### config.mk
export PLATFORM = sky130hd
export DESIGN_NAME = mem_port_arbiter
export DESIGN_NICKNAME = d
export VERILOG_FILES = /design/src/rtl/mem_arb_pkg.sv /design/src/rtl/arb_prio_sel.sv /design/src/rtl/mem_port_arbiter.sv
export SDC_FILE = /design/constraint.sdc
export NUM_CORES = 1
export LEC_CHECK = 0
export CAP_MARGIN = 30
export CELL_PAD_IN_SITES_DETAIL_PLACEMENT = 1
export CELL_PAD_IN_SITES_GLOBAL_PLACEMENT = 2
export CORE_ASPECT_RATIO = 0.9
export CORE_MARGIN = 2
export CORE_UTILIZATION = 10
export CTS_CLUSTER_DIAMETER = 120
export DETAILED_ROUTE_END_ITERATION = 7
export PLACE_DENSITY_LB_ADDON = 0.12
export SETUP_SLACK_MARGIN = 0.15
export SLEW_MARGIN = 20
export SYNTH_ARGS = -nofsm -noshare
export SYNTH_HDL_FRONTEND = slang
export SYNTH_SLANG_ARGS = --single-unit
### constraint.sdc
create_clock -name clock -period 3.79 [get_ports clock]
set_clock_uncertainty 0.05 [all_clocks]
set_input_delay 0.758 -clock clock [delete_from_list [all_inputs] [get_ports clock]]
set_output_delay 0.758 -clock clock [all_outputs]
set_load 0.005 [all_outputs]
### src/rtl/mem_arb_pkg.sv
// Shared types and default sizes for the memory port arbiter.
package mem_arb_pkg;

  // Owner of the access granted last cycle, i.e. of the response returned now.
  typedef enum logic [1:0] {
    OWN_NONE = 2'd0,
    OWN_IF   = 2'd1,
    OWN_D    = 2'd2
  } owner_e;

  // Bit positions inside the one-hot grant vector.
  localparam int GNT_IF = 0;
  localparam int GNT_D  = 1;

  localparam int ADDR_W_DEF     = 8;
  localparam int DATA_W_DEF     = 32;
  localparam int STARVE_MAX_DEF = 4;

endpackage

### src/rtl/arb_prio_sel.sv
// Combinational grant selection between the fetch port and the data port.
// Build option: ARB_ROUND_ROBIN_EN selects alternating grants on conflict
// instead of data priority with a starvation limit.
module arb_prio_sel
  import mem_arb_pkg::*;
#(
  parameter int CNT_W      = 3,
  parameter int STARVE_MAX = STARVE_MAX_DEF
) (
  input  logic             i_if_req,
  input  logic             i_d_req,
`ifdef ARB_ROUND_ROBIN_EN
  input  logic             i_last_d,
`else
  input  logic [CNT_W-1:0] i_starve_cnt,
`endif
  output logic [1:0]       o_gnt
);

  // One-hot grant; a conflict is resolved by the configured policy.
  always_comb begin
    o_gnt = '0;
    if (i_if_req && i_d_req) begin
`ifdef ARB_ROUND_ROBIN_EN
      if (i_last_d) o_gnt[GNT_IF] = 1'b1;
      else          o_gnt[GNT_D]  = 1'b1;
`else
      if (i_starve_cnt == CNT_W'(STARVE_MAX)) o_gnt[GNT_IF] = 1'b1;
      else                                   o_gnt[GNT_D]  = 1'b1;
`endif
    end else if (i_d_req) begin
      o_gnt[GNT_D] = 1'b1;
    end else if (i_if_req) begin
      o_gnt[GNT_IF] = 1'b1;
    end
  end

endmodule

### src/rtl/mem_port_arbiter.sv
// Shares one synchronous-read memory between the fetch port and the
// load/store port: one grant per cycle, tagged response one cycle later.
// Build option: ARB_ROUND_ROBIN_EN (alternate grants on conflict).
module mem_port_arbiter
  import mem_arb_pkg::*;
#(
  parameter int ADDR_W     = ADDR_W_DEF,
  parameter int DATA_W     = DATA_W_DEF,
  parameter int STARVE_MAX = STARVE_MAX_DEF
) (
  input  logic              clock,
  input  logic              reset_n,
  input  logic              if_req,
  input  logic [31:0]       if_addr,
  output logic              if_gnt,
  output logic              if_rvalid,
  output logic [DATA_W-1:0] if_rdata,
  input  logic              d_req,
  input  logic              d_we,
  input  logic [31:0]       d_addr,
  input  logic [DATA_W-1:0] d_wdata,
  output logic              d_gnt,
  output logic              d_rvalid,
  output logic [DATA_W-1:0] d_rdata,
  output logic              addr_err,
  output logic              mem_en,
  output logic              mem_we,
  output logic [ADDR_W-1:0] mem_addr,
  output logic [DATA_W-1:0] mem_wdata,
  input  logic [DATA_W-1:0] mem_rdata
);

  // Requests are masked while reset is held so every output reads 0.
  logic        w_if_req;
  logic        w_d_req;
  logic [1:0]  w_gnt;
  logic        w_any_gnt;
  logic [31:0] w_sel_addr;
  logic        w_oor;

  owner_e      r_resp_owner;
  owner_e      w_owner_next;
  logic        r_oor;
  logic        r_store;

  assign w_if_req = if_req & reset_n;
  assign w_d_req  = d_req  & reset_n;

`ifdef ARB_ROUND_ROBIN_EN
  logic r_last_d;

  arb_prio_sel u_sel (
    .i_if_req (w_if_req),
    .i_d_req  (w_d_req),
    .i_last_d (r_last_d),
    .o_gnt    (w_gnt)
  );

  // Remember which port won most recently; reset as if IF won last.
  always_ff @(posedge clock or negedge reset_n) begin
    if (!reset_n)            r_last_d <= 1'b0;
    else if (w_gnt[GNT_D])   r_last_d <= 1'b1;
    else if (w_gnt[GNT_IF])  r_last_d <= 1'b0;
  end
`else
  localparam int CNT_W = $clog2(STARVE_MAX + 1);
  logic [CNT_W-1:0] r_starve_cnt;

  arb_prio_sel #(
    .CNT_W      (CNT_W),
    .STARVE_MAX (STARVE_MAX)
  ) u_sel (
    .i_if_req     (w_if_req),
    .i_d_req      (w_d_req),
    .i_starve_cnt (r_starve_cnt),
    .o_gnt        (w_gnt)
  );

  // Count D grants that made a waiting fetch wait; saturate at the limit.
  always_ff @(posedge clock or negedge reset_n) begin
    if (!reset_n) begin
      r_starve_cnt <= '0;
    end else if (!w_if_req || w_gnt[GNT_IF]) begin
      r_starve_cnt <= '0;
    end else if (w_gnt[GNT_D] && (r_starve_cnt != CNT_W'(STARVE_MAX))) begin
      r_starve_cnt <= r_starve_cnt + 1'b1;
    end
  end
`endif

  assign if_gnt    = w_gnt[GNT_IF];
  assign d_gnt     = w_gnt[GNT_D];
  assign w_any_gnt = |w_gnt;

  // Out-of-range accesses are still granted but never reach the memory.
  assign w_sel_addr = w_gnt[GNT_D] ? d_addr : if_addr;
  assign w_oor      = w_any_gnt && (w_sel_addr[31:ADDR_W] != '0);

  assign mem_en    = w_any_gnt & ~w_oor;
  assign mem_we    = w_gnt[GNT_D] & d_we & ~w_oor;
  assign mem_addr  = w_any_gnt ? w_sel_addr[ADDR_W-1:0] : '0;
  assign mem_wdata = w_gnt[GNT_D] ? d_wdata : '0;

  // Response state register: owner, range error and store flag of last grant.
  always_ff @(posedge clock or negedge reset_n) begin
    if (!reset_n) begin
      r_resp_owner <= OWN_NONE;
      r_oor        <= 1'b0;
      r_store      <= 1'b0;
    end else begin
      r_resp_owner <= w_owner_next;
      r_oor        <= w_oor;
      r_store      <= w_gnt[GNT_D] & d_we;
    end
  end

  // Next owner from this cycle's grant; response outputs from current owner.
  always_comb begin
    w_owner_next = OWN_NONE;
    if_rvalid    = 1'b0;
    if_rdata     = '0;
    d_rvalid     = 1'b0;
    d_rdata      = '0;
    addr_err     = 1'b0;

    if (w_gnt[GNT_D])       w_owner_next = OWN_D;
    else if (w_gnt[GNT_IF]) w_owner_next = OWN_IF;

    case (r_resp_owner)
      OWN_IF: begin
        if_rvalid = 1'b1;
        addr_err  = r_oor;
        if (!r_oor) if_rdata = mem_rdata;
      end
      OWN_D: begin
        d_rvalid = 1'b1;
        addr_err = r_oor;
        if (!r_oor && !r_store) d_rdata = mem_rdata;
      end
      default: ;
    endcase
  end

endmodule
## Yosys cells after proc, flatten, opt, wreduce, memory -nomap -nowiden

Cells that the tools add are included.

| storage, ports and cells | value |
|---|---|
| register bits after elaboration | 7 |
| input bits | 133 |
| output and inout port bits | 111 |

| operators by class | value |
|---|---|
| add/sub/neg operators | 1 |
| equal/unequal tests | 4 |
| mux-type cells | 20 |
| bitwise operators | 6 |
| reductions and logical operators | 12 |

Operators by type and width:

| cell | number |
|---|---|
| $mux 32 | 6 |
| $reduce_bool 24->1 | 1 |
| $mux 1 | 9 |
| $mux 8 | 1 |
| $mux 3 | 2 |
| $and 1x1->1 | 5 |
| $logic_and 1x1->1 | 4 |
| $mux 2 | 2 |
| $reduce_or 2->1 | 2 |
| $add 3x1->3 const B | 1 |
| $eq 3x3->1 const B | 1 |
| $logic_not 1->1 | 3 |
| $ne 3x3->1 const B | 1 |
| $eq 2x1->1 const B | 1 |
| $eq 2x2->1 const B | 1 |
| $reduce_bool 2->1 | 1 |
| $logic_or 1x1->1 | 1 |
| $not 1->1 | 1 |

## Logic depth before layout (Yosys ltp)

| depth | value |
|---|---|
| depth in word-level cells | 9 |
| depth in mapped cells | 8 |
| gate-level depth less buffers | 6 |

## Cells and area by module

From an unflattened synthesis, not the netlist that was laid out.

| unflattened totals | value |
|---|---|
| cell total of the unflattened synthesis | 175 |
| area total of the unflattened synthesis | 1258.7 µm² |

By module, submodules not included:

| module | instances | cells an instance | area an instance (µm²) | sequential area each (µm²) |
|---|---|---|---|---|
| mem_port_arbiter | 1 | 171 | 1233.7 | 175.2 |
| arb_prio_sel | 1 | 4 | 25.0 | 0.0 |

## Worst setup path after synthesis

No wires, ideal clock.

| timing | value |
|---|---|
| path type | input -> output |
| from | input d_req |
| to | output mem_we |
| arrival time | 1686 ps |
| data required time | 2982 ps |
| slack | 1296 ps |
| stages | 6 |
| buffers on the path | 2 |
| path through | and2_4 -> buf_6 -> and2_4 -> buf_6 -> o32ai_4 -> and2_1 |

| between the ends | value |
|---|---|
| word-level cells in the longest chain between the ends | 8 |
| elaborated cells between the ends (all ways) | 12 |
| classes of those cells | 4 x mux; 4 x bitwise; 4 x reduce/logical |

RTL lines:

| what | line | source |
|---|---|---|
| start, declared | mem_port_arbiter.sv:18 | `input logic d_req,` |
| $and 1x1->1 (*) | mem_port_arbiter.sv:47 | `assign w_d_req = d_req & reset_n;` |
| $mux 1 or $logic_and 1x1->1 (tied branches) | arb_prio_sel.sv:31, arb_prio_sel.sv:23 |  |
| $mux 2 (*) | arb_prio_sel.sv:23 | `if (i_if_req && i_d_req) begin` |
| $mux 32 | mem_port_arbiter.sv:96 | `assign w_sel_addr = w_gnt[GNT_D] ? d_addr : if_addr;` |
| $reduce_bool 24->1 | mem_port_arbiter.sv:97 | `assign w_oor = w_any_gnt && (w_sel_addr[31:ADDR_W] != '0);` |
| $logic_and 1x1->1 | mem_port_arbiter.sv:97 |  |
| $not 1->1 | mem_port_arbiter.sv:100 | `assign mem_we = w_gnt[GNT_D] & d_we & ~w_oor;` |
| $and 1x1->1 (*) | mem_port_arbiter.sv:100 |  |
| end, declared | mem_port_arbiter.sv:27 | `output logic mem_we,` |

Mark *: on every way between the ends. The rest lies on a longest branch, timed or not.

## Final worst setup path

| timing | value |
|---|---|
| from | input if_addr[8] |
| to | output mem_we |

| between the ends | value |
|---|---|
| word-level cells in the longest chain between the ends | 5 |

RTL lines:

| what | line | source |
|---|---|---|
| start, declared | mem_port_arbiter.sv:14 | `input logic [31:0] if_addr,` |
| $mux 32 | mem_port_arbiter.sv:96 |  |
| $reduce_bool 24->1 | mem_port_arbiter.sv:97 |  |
| $logic_and 1x1->1 | mem_port_arbiter.sv:97 |  |
| $not 1->1 | mem_port_arbiter.sv:100 |  |
| $and 1x1->1 | mem_port_arbiter.sv:100 |  |

Every way passes these cells.

==> qor_table.md <==
| Metric | This run |
| --- | --- |
| Highest attainable clock frequency | 290 MHz |
| Vias | 2,217 |
| Pre-CTS setup slack | 0.203 ns |
| Worst path arrival time | 2.64 ns |
| Static power due to leakage | 1.57 nW |
| R2r endpoint | r_oor |
| Layout cell share with drive strength beyond 1 | 0.0423 |
| Worst Setup End Kind | output pin |
| Critical R2R Launch | r_starve_cnt[0] |
| Ant diodes | 0 |
| CP Buf/Inv Count | 2 |
| Routed WL | 9000 um |
| Post-CTS setup buffer count | 0 |
| Max-Slew Margin vs Limit | 0.717 |
| Die outline area | 13,700 sq um |
| Ranking of synthesized cells by area | sky130_fd_sc_hd__and2_1 32%, sky130_fd_sc_hd__and3_1 16%, sky130_fd_sc_hd__dfrtp_1 14% |
| Hold path startpoint | r_starve_cnt[0] |
| Overall die height | 111 um |
| Detailed route wirelength on metal2 | 4950 um |
| Antenna violations before repair | 0 |
| R2r setup slk | 2.20 ns |
| Worst Hold End | r_starve_cnt[0] |
| Detailed route wirelength on metal3 | 905 um |
| Outcome | complete, no violations |
| Period utilisation layout | 0.910 |
| Most common cell after layout, fill and taps aside | sky130_fd_sc_hd__clkdlybuf4s50_1 |
| Post-route DRC | 0 |
| Final non-filler cell area | 3990 sq um |
| Cell at the root of the clock tree | sky130_fd_sc_hd__clkbuf_16 |
| Element type at the critical path start | input port |
| Number of warnings printed during yosys synthesis | 0 |
| Most numerous cell on the critical path | sky130_fd_sc_hd__clkdlybuf4s50_1 |
| Final antenna-violating net count | 0 |
| FF-to-FF path depth | 6 |
| Maximum number of pins on one net before global-route repair | 33 |
| Fill cell total of the finished layout | 1,502 |
| Placeable core region | 12,600 sq um |
| Iter 0 DRT Violations | 37 |
| Clock transition at the register clock pins on the worst setup and hold paths after CTS | 0.04 ns |
| Count of maximum capacitance violations | 0 |
| Mean instance size in the synthesized netlist | 6.78 sq um |
| Number of search-and-repair iterations in the first detailed-routing pass | 4 |
| Sink count of the clock tree | 7 |
| Count of mapped cells out of synthesis | 189 |
| Hold bufs inserted after CTS | 0 |
| Initial Utilization | 0.102 |
| Synth-to-Final Area Change | 212% |
| Setup Viol. Count Final | 0 |
| Number of max-slew violations in the final report | 0 |
| Hold Path Depth | 1 |
| First-pass GRT wire length | 13,100 um |
| Maximum fanout count along the critical path | 3 |
| CTS tree | built |
| Area taken by multi-input logic gates | 1040 sq um |
| Worst setup slack after layout | 0.341 ns |
| RSZ-0062 raised after global routing | false |
| Dominant cell type by area after synthesis | sky130_fd_sc_hd__and2_1 |
| Post-Route Setup TNS | 0 ns |
| Vias in the first global route | 2,365 |
| Insertion delay to the later sink of the worst-skew pair | 0.23 ns |
| Number of synthesized register bits | 7 |
| Floorplan die width | 123 um |
| Slowest library cell on the worst path | sky130_fd_sc_hd__clkdlybuf4s50_1 |
| Cell family contributing the most delay on the critical path | buffers and inverters |
| H-tree depth | 1 |
| Setup crit start | if_addr[8] |
| Class of the worst hold path | flop to flop |
| Area after detailed placement | 3890 sq um |
| Number of nets in the layout | 564 |
| CP required | 2.98 ns |
| Count of endpoints failing hold in the final timing report | 0 |
| Number of CTS-inserted buffers | 3 |
| Post-synth ARST share | 1.00 |
| Area share of the largest cell type after synthesis | 0.322 |
| Routed metal-1 wire length | 3050 um |
| Kind of critical path | input port to output pin |
| Final worst path period need | 3.45 ns |
| Cell chain of the critical path | clkdlybuf4s50_1 -> nor4_2 -> nand4_1 -> o32ai_4 -> and2_1 -> clkdlybuf4s50_1 |
| Pwr per Cell Area | 136 nW/um^2 |
| Uppermost routed layer | met4 |
| Netlist area before placement | 1280 sq um |
| Hold Worst Slack | 0.426 ns |
| Storage element area | 175 sq um |
| EDFF count, synth | 0 |
| Total routing usage reported by global routing | 0.124 |
| Maximum single-stage delay on the critical path | 0.49 ns |
| I/O pin count | 244 |
| CTS Buffer Depth | 2 |
| Detailed placement HPWL | 7800 um |
| Part of the Yosys area used for sequential elements | 0.137 |
| Worst IR Drop VDD | 0.0870 mV |
| Final routed wire length divided by cell count | 15.3 um |
| Net count of the mapped netlist | 326 |
| Overflow left after global routing | 0 |
| Quantity of I/O buffers inserted on ports | 243 |
| Top FF cell, synth | sky130_fd_sc_hd__dfrtp_1 |
| Core Rows | 39 |
| Slew of the pin with the lowest slew margin | 0.424 ns |
| Commonest non-fill, non-tap cells in the layout | 243 x sky130_fd_sc_hd__clkdlybuf4s50_1, 66 x sky130_fd_sc_hd__and2_1, 33 x sky130_fd_sc_hd__and3_1, 19 x sky130_fd_sc_hd__nand2_1, 9 x sky130_fd_sc_hd__nor4_1 |
| Vias/cell | 3.76 |
| Final estimated routing congestion in global placement | 0.751 |
| Number of library cell types mapped by synthesis | 23 |
## power breakdown
part	internal [W]	leakage, nW	switching [W]
combinational	0.000206	1.43	0.0000772
sequential	0.0000777	0.0935	0.00000167
clock	0.000138	0.0409	0.0000406
total	0.000422	1.57	0.000120
## cells by family after synthesis
| family | Yosys count | synth area share |
|---|---|---|
| AO/OA/AOI/OAI | 12 | 0.0684 |
| multiplexers | 1 | 0.00781 |
| AND/OR/NAND/NOR | 145 | 0.677 |
| flip-flops | 7 | 0.137 |
| buffers and inverters | 20 | 0.0713 |
| adder cells (fa/ha/maj) | 4 | 0.0391 |
## worst reg2reg max path: stages (launching register included)
cell,delay [ns]
sky130_fd_sc_hd__dfrtp_1,0.39
sky130_fd_sc_hd__inv_1,0.06
sky130_fd_sc_hd__ha_1,0.20
sky130_fd_sc_hd__nand3_2,0.13
sky130_fd_sc_hd__and2_4,0.20
sky130_fd_sc_hd__o32ai_4,0.33
sky130_fd_sc_hd__nor2_1,0.09
## metrics by stage
step	instances	util	power, W
after floorplan	189	-	0.000136
after global placement	586	0.309	0.000364
after detailed placement	586	0.309	0.000365
after CTS	590	0.316	0.000549
after global routing	590	0.317	0.000577
final	590	0.317	0.000541
## final cells by class
type	count	share of cell area
well taps	164	0.0514
multi-input cells	162	0.260
inverters	4	0.00376
clock buffers	3	0.0188
clock inverters	1	0.00125
flip-flops and latches	7	0.0439
repair buffers	249	0.621
## synth_stat cells (2+ instances only)
master and n:
sky130_fd_sc_hd__nor4_1 12, sky130_fd_sc_hd__dfrtp_1 7, sky130_fd_sc_hd__ha_1 4, sky130_fd_sc_hd__buf_6 2, sky130_fd_sc_hd__nor3b_1 2, sky130_fd_sc_hd__inv_1 4
sky130_fd_sc_hd__and2_4 2, sky130_fd_sc_hd__nor2b_1 2, sky130_fd_sc_hd__and2_1 66, sky130_fd_sc_hd__o21ai_0 8, sky130_fd_sc_hd__clkbuf_1 13, sky130_fd_sc_hd__nor2_1 3
sky130_fd_sc_hd__nand4_1 3, sky130_fd_sc_hd__nand2_1 19, sky130_fd_sc_hd__and3_1 33, sky130_fd_sc_hd__a21boi_0 2
## per-layer routing
| metal | global-route usage | vias up |
|---|---|---|
| met5 | 0 | - |
| met4 | 0.0235 | 0 |
| met3 | 0.0384 | 6 |
| met2 | 0.250 | 130 |
| met1 | 0.120 | 973 |
| li1 | - | 1108 |
## timing repair
action,4_1_cts,5_1_grt
resized for setup,0,3
hold endpoints to repair,0,0
setup endpoints to repair,0,2
## registers in the layout, summed over array words and instances, names as in the netlist
name,count
r_store,1
r_starve_cnt,3
r_resp_owner,2
r_oor,1
## worst max-delay path by stage
stage / to / slack, ns / depth (start not counted)
floorplan: mem_we / 1.30 / 6
global placement: mem_we / 0.26 / 6
detailed placement: mem_we / 0.20 / 6
CTS: mem_we / 0.20 / 6
global route: mem_en / 0.16 / 6
finish: mem_we / 0.34 / 6
(Power assumes the default switching activity.)
